--- config.mk ---
export PLATFORM = sky130hd
export DESIGN_NAME = cmac_bp_drain
export DESIGN_NICKNAME = d
export VERILOG_FILES = /design/src/rtl/cmac_bp_drain.sv
export SDC_FILE = /design/constraint.sdc
export NUM_CORES = 1
export LEC_CHECK = 0
export CORE_MARGIN = 5
export CORE_UTILIZATION = 30
export CTS_CLUSTER_DIAMETER = 200
export CTS_CLUSTER_SIZE = 40
export DETAILED_ROUTE_END_ITERATION = 16
export HOLD_SLACK_MARGIN = 0.05
export MAX_ROUTING_LAYER = met4
export PLACE_DENSITY_LB_ADDON = 0.2
export SKIP_CTS_REPAIR_TIMING = 1
export SYNTH_ARGS = -nofsm -noshare
export SYNTH_HDL_FRONTEND = slang
export SYNTH_SLANG_ARGS = --single-unit
--- constraint.sdc ---
create_clock -name clk -period 12 [get_ports clk]
set_input_delay 1.2 -clock clk [delete_from_list [all_inputs] [get_ports clk]]
set_output_delay 1.2 -clock clk [all_outputs]
set_load 0.005 [all_outputs]
--- src/rtl/cmac_bp_drain.sv ---
// cmac_bp_drain
// Drains the CMAC backpressure monitor's event FIFO one entry at a time.
// Each drain generates a one-cycle rising-edge pop (mon_fifo_next) followed
// by a settle gap so the monitor always sees a fresh edge. It also keeps
// saturating statistics.
//
// Events shorter than MIN_LEN are popped and counted but not forwarded.
// Forwarded events are presented on a 97-bit AXI-stream word
// {rxad, length, ts}.
//
// Ports:
//   clk, reset            - clock, asynchronous active-high reset
//   enable                - level; 0 blocks new drains (an active one completes)
//   clear_stats           - one-cycle pulse zeroing the statistics
//   mon_fifo_valid        - monitor FIFO non-empty
//   mon_bp_length/rxad/ts - head-entry fields
//   mon_fifo_next         - registered pop request (monitor acts on rising edge)
//   out_tdata/tvalid/tready - AXI-stream output
//   evt_count, drop_count, rxad_count, max_len - statistics
//   busy                  - drain sequence in progress
module cmac_bp_drain #(
    parameter int SETTLE_CYCLES = 2,
    parameter int MIN_LEN       = 1,
    parameter int CNT_W         = 32
) (
    input  logic              clk,
    input  logic              reset,
    input  logic              enable,
    input  logic              clear_stats,
    input  logic              mon_fifo_valid,
    input  logic [31:0]       mon_bp_length,
    input  logic              mon_bp_rxad,
    input  logic [63:0]       mon_bp_ts,
    output logic              mon_fifo_next,
    output logic [96:0]       out_tdata,
    output logic              out_tvalid,
    input  logic              out_tready,
    output logic [CNT_W-1:0]  evt_count,
    output logic [CNT_W-1:0]  drop_count,
    output logic [CNT_W-1:0]  rxad_count,
    output logic [31:0]       max_len,
    output logic              busy
);

    typedef enum logic [1:0] {IDLE, POP, SETTLE} state_t;

    localparam logic [31:0] MIN_LEN_U  = 32'(MIN_LEN);
    localparam logic [3:0]  SETTLE_LD  = 4'(SETTLE_CYCLES);

    state_t             state_reg, state_next;
    logic [3:0]         settle_reg, settle_next;
    logic               fifo_next_reg;
    logic               tvalid_reg;
    logic [96:0]        data_reg;
    logic [CNT_W-1:0]   evt_reg, drop_reg, rxad_reg;
    logic [CNT_W-1:0]   evt_next, drop_next, rxad_next;
    logic [CNT_W-1:0]   evt_base, drop_base, rxad_base;
    logic [31:0]        max_reg, max_next, max_base;
    logic               start;
    logic               fwd;

    // A drain may only start when the previous output word has been taken,
    // so an entry is never popped without somewhere to put it.
    assign start = (state_reg == IDLE) && enable && mon_fifo_valid && !tvalid_reg;
    assign fwd   = (mon_bp_length >= MIN_LEN_U);

    function automatic logic [CNT_W-1:0] sat_inc(input logic [CNT_W-1:0] v,
                                                 input logic inc);
        if (inc && (v != {CNT_W{1'b1}}))
            return v + CNT_W'(1);
        return v;
    endfunction

    // ---------------- FSM ----------------
    always_ff @(posedge clk or posedge reset) begin
        if (reset) begin
            state_reg  <= IDLE;
            settle_reg <= '0;
        end else begin
            state_reg  <= state_next;
            settle_reg <= settle_next;
        end
    end

    always_comb begin
        state_next  = state_reg;
        settle_next = settle_reg;
        case (state_reg)
            IDLE: begin
                if (start)
                    state_next = POP;
            end
            POP: begin
                state_next  = SETTLE;
                settle_next = SETTLE_LD;
            end
            SETTLE: begin
                settle_next = settle_reg - 4'd1;
                // Leaving on the cycle the count hits zero gives exactly
                // SETTLE_CYCLES cycles in this state.
                if (settle_reg <= 4'd1)
                    state_next = IDLE;
            end
            default: state_next = IDLE;
        endcase
    end

    // ---------------- Capture / pop / stream ----------------
    always_ff @(posedge clk or posedge reset) begin
        if (reset) begin
            fifo_next_reg <= 1'b0;
            tvalid_reg    <= 1'b0;
            data_reg      <= '0;
        end else begin
            // High only for the POP cycle; the SETTLE gap supplies the low phase.
            fifo_next_reg <= start;
            if (start) begin
                data_reg   <= {mon_bp_rxad, mon_bp_length, mon_bp_ts};
                tvalid_reg <= fwd;
            end else if (tvalid_reg && out_tready) begin
                tvalid_reg <= 1'b0;
            end
        end
    end

    // ---------------- Statistics ----------------
    // A clear coinciding with an update acts as clear-then-update.
    always_comb begin
        evt_base  = clear_stats ? '0 : evt_reg;
        drop_base = clear_stats ? '0 : drop_reg;
        rxad_base = clear_stats ? '0 : rxad_reg;
        max_base  = clear_stats ? '0 : max_reg;
        evt_next  = sat_inc(evt_base,  start && fwd);
        drop_next = sat_inc(drop_base, start && !fwd);
        rxad_next = sat_inc(rxad_base, start && fwd && mon_bp_rxad);
        max_next  = max_base;
        if (start && fwd && (mon_bp_length > max_base))
            max_next = mon_bp_length;
    end

    always_ff @(posedge clk or posedge reset) begin
        if (reset) begin
            evt_reg  <= '0;
            drop_reg <= '0;
            rxad_reg <= '0;
            max_reg  <= '0;
        end else begin
            evt_reg  <= evt_next;
            drop_reg <= drop_next;
            rxad_reg <= rxad_next;
            max_reg  <= max_next;
        end
    end

    assign mon_fifo_next = fifo_next_reg;
    assign out_tvalid    = tvalid_reg;
    assign out_tdata     = data_reg;
    assign evt_count     = evt_reg;
    assign drop_count    = drop_reg;
    assign rxad_count    = rxad_reg;
    assign max_len       = max_reg;
    assign busy          = (state_reg != IDLE);

endmodule

==> results of run 1 <==
layer usage:
| layer | share of wire (%) | up-vias | global-route usage, % |
|---|---|---|---|
| li1 | - | 4526 | - |
| met3 | 7.7 | 19 | 4.866 |
| met1 | 46 | 4443 | 23.22 |
| met5 | 0 | - | - |
| met4 | 0.93 | 0 | 2.096 |
| met2 | 46 | 254 | 27.75 |
kinds of logic (layout without fill, tap and decap cells):
logic type	after synthesis	in the layout	share of synthesized area [%]
AO/OA/AOI/OAI	86	86	4.401
XOR/XNOR	82	82	6.379
adder cells (fa/ha/maj)	41	41	4.557
buffers and inverters	100	401	3.556
flip-flops	233	233	51.79
multiplexers	42	42	3.868
other	0	3	0
AND/OR/NAND/NOR	592	592	25.45
area by class of cell:
cell class              instances  area share, %
inverters                      53          1.347
clock buffers                   9          1.470
well taps                     511          4.172
clock inverters                 1        0.05716
flip-flops and latches        233          38.05
multi-input cells             843          32.92
diodes                          3        0.04899
repair buffers                338          21.93
metrics by stage:
step / hold slack [ps] / instance area (sq um) / cells / power (mW) / utilization [%]
after floorplan: 452.5 / 11260 / 1176 / 1.336 / -
after global placement: 456.5 / 15080 / 1978 / 1.826 / 40.33
after detailed placement: 460.8 / 15080 / 1978 / 1.843 / 40.33
after CTS: 495.5 / 15320 / 1988 / 2.242 / 40.95
after global routing: 511.1 / 15320 / 1991 / 2.348 / 40.97
final: 488.2 / 15320 / 1991 / 2.197 / 40.97
worst reg2reg max path, stage by stage, from the launching register on:
cell and delay [ps]:
sky130_fd_sc_hd__dfrtp_1 430, sky130_fd_sc_hd__inv_1 110, sky130_fd_sc_hd__ha_1 180, sky130_fd_sc_hd__nand4_1 100, sky130_fd_sc_hd__buf_4 270, sky130_fd_sc_hd__inv_2 90, sky130_fd_sc_hd__buf_4 590, sky130_fd_sc_hd__o21ai_1 520
sky130_fd_sc_hd__a311oi_2 1010, sky130_fd_sc_hd__nand4_1 210, sky130_fd_sc_hd__xnor2_1 190, sky130_fd_sc_hd__nor2_1 60
cells in the mapped netlist (6+ instances only):
cell type,number,share of area (%)
sky130_fd_sc_hd__a21oi_1,20,0.89
sky130_fd_sc_hd__and3_1,7,0.39
sky130_fd_sc_hd__and4_1,7,0.54
sky130_fd_sc_hd__buf_1,12,0.40
sky130_fd_sc_hd__buf_2,6,0.27
sky130_fd_sc_hd__clkbuf_1,27,0.90
sky130_fd_sc_hd__dfrtp_1,233,52
sky130_fd_sc_hd__ha_1,41,4.6
sky130_fd_sc_hd__inv_1,53,1.8
sky130_fd_sc_hd__mux2_2,8,0.80
sky130_fd_sc_hd__mux2i_1,33,2.9
sky130_fd_sc_hd__nand2_1,272,9.1
sky130_fd_sc_hd__nand2b_1,44,2.4
sky130_fd_sc_hd__nand3_1,33,1.5
sky130_fd_sc_hd__nand4_1,45,2.5
sky130_fd_sc_hd__nor2_1,81,2.7
sky130_fd_sc_hd__nor2b_1,21,1.2
sky130_fd_sc_hd__nor3_1,25,1.1
sky130_fd_sc_hd__nor4_1,17,0.94
sky130_fd_sc_hd__o21ai_0,43,1.9
sky130_fd_sc_hd__or3_1,8,0.44
sky130_fd_sc_hd__xnor2_1,49,3.8
sky130_fd_sc_hd__xor2_1,33,2.6
how the worst max path moves through the flow:
stage | slack, ps | end
3_3_place_gp | 6800 | drop_count[17]
5_1_grt | 6960 | drop_count[17]
3_5_place_dp | 6720 | drop_count[17]
6_report | 7260 | drop_count[17]
4_1_cts | 7260 | drop_count[17]
2_1_floorplan | 4410 | drop_count[0]
where the power goes:
part	total (mW)	switching, mW	internal [mW]
combinational	0.753	0.333	0.421
sequential	1.05	0.0968	0.958
clock	0.389	0.250	0.139
total	2.20	0.680	1.52
==> results.txt, run 1 <==
----------------------------------------------------
[Floorplan]
  # rows ... 71
  Die Y ... 203.7 um
  Starting density of the core ... a little under a third
  Top Ports ... 331
  Placeable Area ... 0.03740 sq mm
  Floorplan die area ... 0.04150 sq mm
  Die X ... 203.7 um

[Flow run]
  Max Cap Viol ... 0

[Setup path]
  Critical Setup Path Class ... in2reg
  Worst reg2reg path endpoint ... evt_count[27]
  Total buffers and inverters traversed by the critical path ... 3
  Worst setup EP type ... flop
  Most common cell on crit path ... sky130_fd_sc_hd__buf_4
  Family with the most delay on the worst path ... simple AND/OR/NAND/NOR gates
  Number of cells on the critical path ... 12
  CP cell instances ... buf_4, buf_4, buf_4, nor2b_1, ha_1, and3_2, nand3_1, or4_4, o21a_1, nand3_1, or4_2, a21oi_1
  Reg-to-Reg Start ... state_reg[0]
  Highest cell delay on the worst timing path ... 730 ps
  Signal arrival time at the worst endpoint ... 5160 ps
  Required @ worst endpoint ... about 12000 ps
  Launch point of the critical path ... clear_stats
  Worst-path fanout max ... 70
  Startpoint type of the worst setup path ... primary input
  R2r setup slk ... approximately 8100 ps
  Reg2Reg Depth ... 11
  Slowest cell on crit path ... sky130_fd_sc_hd__or4_2

[STA]
  Worst Clk Skew ... approximately 21 ps
  Final Cycle Share ... 39.48%
  Setup repair after global routing missed its margin ... no
  Transition time at the pin with the least slew margin ... between 1000 and 1500 ps
  Worst setup slack after layout ... 7262 ps
  Final setup TNS ... 0 ps
  Shortest clock period the worst path allows after layout ... 4738 ps
  Number of max-slew violations in the final report ... 0
  Total setup violations reported at the end of the flow ... 0
  Slew headroom ... between 20 and 30%
  Final Hold Violating Endpoints ... 0
  Max frequency ... 211.1 MHz

[Finish]
  Area of the multi-input gates ... 0.005045 sq mm
  Final layout net count ... about 1600
  Commonest non-fill, non-tap cell in the layout ... sky130_fd_sc_hd__clkdlybuf4s50_1
  Largest register FFs ... 97
  Sequential cell area in the final layout ... 0.005831 sq mm
  Most frequent cells in the layout ... 329 x sky130_fd_sc_hd__clkdlybuf4s50_1, 272 x sky130_fd_sc_hd__nand2_1, 233 x sky130_fd_sc_hd__dfrtp_1
  Area added between synthesis and finish ... 36.11%
  Fillcell total ... 3707
  Share of post-route cells with drive strength above 1 ... 3.453%

[Route]
  Wire per inst ... 18.20 um
  Via count normalized by instance count ... 4.642
  Detailed Route Iter0 Violations ... around 500
  Drt pass-1 iters ... 4
  Count of nets left with antenna violations after detail routing ... 0
  DRC Markers ... 0
  Total wire length after detailed routing ... 36230 um
  Total number of vias ... 9242

[Synthesis]
  Most common flop cell mapped by yosys ... sky130_fd_sc_hd__dfrtp_1
  Count of synthesis-stage warnings from yosys ... 0
  Count of different cell masters after synthesis ... 61
  Synthesized net count ... ~1300
  Combined area of all synthesized cells ... about 0.011 sq mm
  Share of flip-flops with an asynchronous set or reset ... 100.0%
  EDFF count, synth ... 0
  Mean Syn Cell Area ... 9.573 sq um
  Seq/Total Area, Yosys ... 51.79%
  #FFs+latches synth ... 233
  Synthesized instance count ... 1176

[CTS]
  TritonCTS Sinks ... 233
  Bufs on Longest Clock Path ... 3
  Clock tree from TritonCTS ... done
  Clock insertion delay at the later pin of the skew report ... about 500 ps
  Number of buffers added by the clock tree synthesis step ... 9
  CTS H-Tree Depth ... 1
  Root buffer cell ... sky130_fd_sc_hd__clkbuf_16
  Reg clk slew, reported paths ... 150 ps

[Run status]
  Outcome ... finished clean

[Place]
  Count of input and output buffers ... 330
  Worst slack at placement ... 6719 ps
  Post-DP HPWL ... 27080 um
  Final RePlAce weighted congestion ... 0.8522

[GRT]
  Pin count of the biggest net entering global routing ... 109
  Combined global-route utilization of all metal layers ... around 17%
  Global-route wire length before repair ... 57150 um
  Overflow left after global routing ... 0
  Via count of the first global-routing pass ... 9488
  Initial antenna violation count ... 3

[Hold path]
  Worst min-delay path category ... reg2reg
  Hold Path Origin ... out_tdata[42]
  Endpoint, Worst Hold ... out_tdata[42]
  Worst hold path stage count ... 2

[Power and ir drop]
  Peak supply drop ... roughly 85 uV
  Power density over the cells ... 143.4 mW/mm^2
  Static Leakage ... 6.772 nW

----------------------------------------------------
Note: power is estimated with default switching activity, not from simulation.
==> run 2: changes to the inputs <==
clock period = 4.15 ns   (was 12 ns; I/O delays follow)
==> results.txt, run 2 (synthesized netlist as in run 1, its figures left out) <==
----------------------------------------------------
[Place]
  Final RePlAce weighted congestion ... 0.8594 (was 0.8522)
  Number of placed cells counting well taps ... 1987 (was 1978)
  Post-DP HPWL ... 27780 um (was 27080 um)
  Count of input and output buffers ... 330 (unchanged)
  Area after detailed placement ... 0.01520 sq mm (was 0.01508 sq mm)

[CTS]
  Clock insertion delay at the later pin of the skew report ... 500 ps (about the same)
  Reg clk slew, reported paths ... 150 ps (about the same)
  Number of buffers added by the clock tree synthesis step ... 9 (unchanged)
  Clock tree from TritonCTS ... done (unchanged)
  TritonCTS Sinks ... 233 (unchanged)
  Root buffer cell ... sky130_fd_sc_hd__clkbuf_16 (unchanged)
  CTS H-Tree Depth ... 1 (unchanged)
  Bufs on Longest Clock Path ... 3 (unchanged)

[GRT]
  Via count of the first global-routing pass ... 9464 (was 9488)
  Overflow left after global routing ... 0 (unchanged)
  Global-route wire length before repair ... 56890 um (was 57150 um)
  Initial antenna violation count ... 1 (was 3)
  Pin count of the biggest net entering global routing ... 84 (was 109)
  Combined global-route utilization of all metal layers ... 17.54% (was 17.47%)

[STA]
  Final setup TNS ... 0 ps (unchanged)
  Shortest clock period the worst path allows after layout ... 2908 ps
  Max frequency ... ~340 MHz
  Number of max-slew violations in the final report ... 0 (unchanged)
  Worst Clk Skew ... 15.77 ps (was 21.24 ps)
  Setup repair after global routing missed its margin ... no (unchanged)
  Slew headroom ... 30.18% (was 27.14%)
  Transition time at the pin with the least slew margin ... 1047 ps (was 1093 ps)
  Final Hold Violating Endpoints ... 0 (unchanged)
  Final Cycle Share ... a little over two thirds
  Total setup violations reported at the end of the flow ... 0 (unchanged)

[Route]
  Total wire length after detailed routing ... 36570 um (was 36230 um)
  Via count normalized by instance count ... 4.665 (was 4.642)
  Wire per inst ... 18.30 um (was 18.20 um)
  DRC Markers ... 0 (unchanged)
  Count of nets left with antenna violations after detail routing ... 0 (unchanged)
  Detailed Route Iter0 Violations ... 567 (was 496)
  Total number of vias ... 9321 (was 9242)
  Drt pass-1 iters ... 4 (unchanged)

[Setup path]
  Worst-path fanout max ... 9 (was 70)
  Startpoint type of the worst setup path ... primary input (unchanged)
  Critical Setup Path Class ... in2reg (unchanged)
  Worst setup EP type ... flop (unchanged)
  Required @ worst endpoint ... 4580 ps (was 12420 ps)
  Signal arrival time at the worst endpoint ... 3330 ps (was 5160 ps)

[Finish]
  Post-Layout Cell Count ... 1998 (was 1991)
  Final layout net count ... 1631 (was 1622)
  Final instance area ... 0.01543 sq mm (was 0.01532 sq mm)
  Largest register FFs ... 97 (unchanged)
  Most frequent cells in the layout ... 329 x sky130_fd_sc_hd__clkdlybuf4s50_1, 272 x sky130_fd_sc_hd__nand2_1, 233 x sky130_fd_sc_hd__dfrtp_1 (unchanged)
  Area added between synthesis and finish ... 37.07% (was 36.11%)
  Fillcell total ... 3718 (was 3707)
  Commonest non-fill, non-tap cell in the layout ... sky130_fd_sc_hd__clkdlybuf4s50_1 (unchanged)
  Share of post-route cells with drive strength above 1 ... 4.038% (was 3.453%)

[Floorplan]
  Placeable Area ... 0.03740 sq mm (unchanged)
  Die X ... 203.7 um (unchanged)
  Die Y ... 203.7 um (unchanged)
  # rows ... 71 (unchanged)
  Floorplan die area ... 0.04150 sq mm (unchanged)
  Top Ports ... 331 (unchanged)
  Starting density of the core ... 30.10% (unchanged)

[Run status]
  Outcome ... finished clean (unchanged)

[Power and ir drop]
  Peak supply drop ... 259.9 uV (was 85.08 uV)
  Power density over the cells ... 413.0 mW/mm^2 (was 143.4 mW/mm^2)
  Static Leakage ... 6.829 nW (was 6.772 nW)

[Hold path]
  Worst min-delay path category ... in2reg (was reg2reg)

[Flow run]
  Max Cap Viol ... 0 (unchanged)

----------------------------------------------------
run 2: changes by cell type in the layout (fill, tap and decap cells not counted), sizes merged:
cell      change
buf           +9
diode         -2
inv           -1
clkinvlp      +1
run 2: cell type report:
class / instances / area (sq um) / share of cell area (%)
diodes: 1 / 2.502 / 0.01622
multi-input cells: 843 / 5045 / 32.69
inverters: 53 / 202.7 / 1.313
clock buffers: 9 / 225.2 / 1.459
well taps: 511 / 639.4 / 4.143
repair buffers: 347 / 3478 / 22.54
clock inverters: 1 / 8.758 / 0.05675
flip-flops and latches: 233 / 5831 / 37.78
run 2: worst max-delay path, stage by stage:
cell and delay, ps:
sky130_fd_sc_hd__clkdlybuf4s50_1 470, sky130_fd_sc_hd__nor4_1 520, sky130_fd_sc_hd__nand4_1 400, sky130_fd_sc_hd__nor3_1 270, sky130_fd_sc_hd__buf_4 170, sky130_fd_sc_hd__o21a_1 140, sky130_fd_sc_hd__nand3_1 90, sky130_fd_sc_hd__buf_4 190
sky130_fd_sc_hd__or4_1 500, sky130_fd_sc_hd__a21oi_1 150
run 2: power by group:
group	total (mW)	switching, mW	internal (mW)
clock network	1.12	0.719	0.402
registers	3.04	0.275	2.77
logic	2.21	0.977	1.23
total	6.37	1.97	4.40
run 2: routing by layer:
metal	global-route usage [%]	share of wire, %	vias up
met4	2.554	1.3	0
met3	5.422	8.9	29
met1	22.85	44	4462
met5	-	0	-
met2	27.78	46	276
li1	-	-	4554
run 2: worst paths after layout:
check                                  startpoint        endpoint  slack, ps  depth (start not counted)
worst max-delay path            mon_bp_length[31]  drop_count[21]       1240                         10
worst min-delay path                  clear_stats  drop_count[15]        400                          2
worst max register to register       state_reg[0]  rxad_count[29]       1250                         11
worst min register to register       out_tdata[7]    out_tdata[7]        490                          2
max in group asynchronous                   reset   settle_reg[3]       2760                          3
min in group asynchronous                   reset   out_tdata[52]        440                          2
run 2: per-stage QoR:
stage	utilization, %	setup slack [ps]	total power, mW	hold slack (ps)
finish	41.26	1242	6.373	401.9
global route	41.26	980.3	6.817	412.1
CTS	41.26	1196	6.492	385.7
detailed placement	40.63	705.0	5.350	460.8
global placement	40.63	651.8	5.307	456.0
floorplan	-	685.1	3.863	452.5
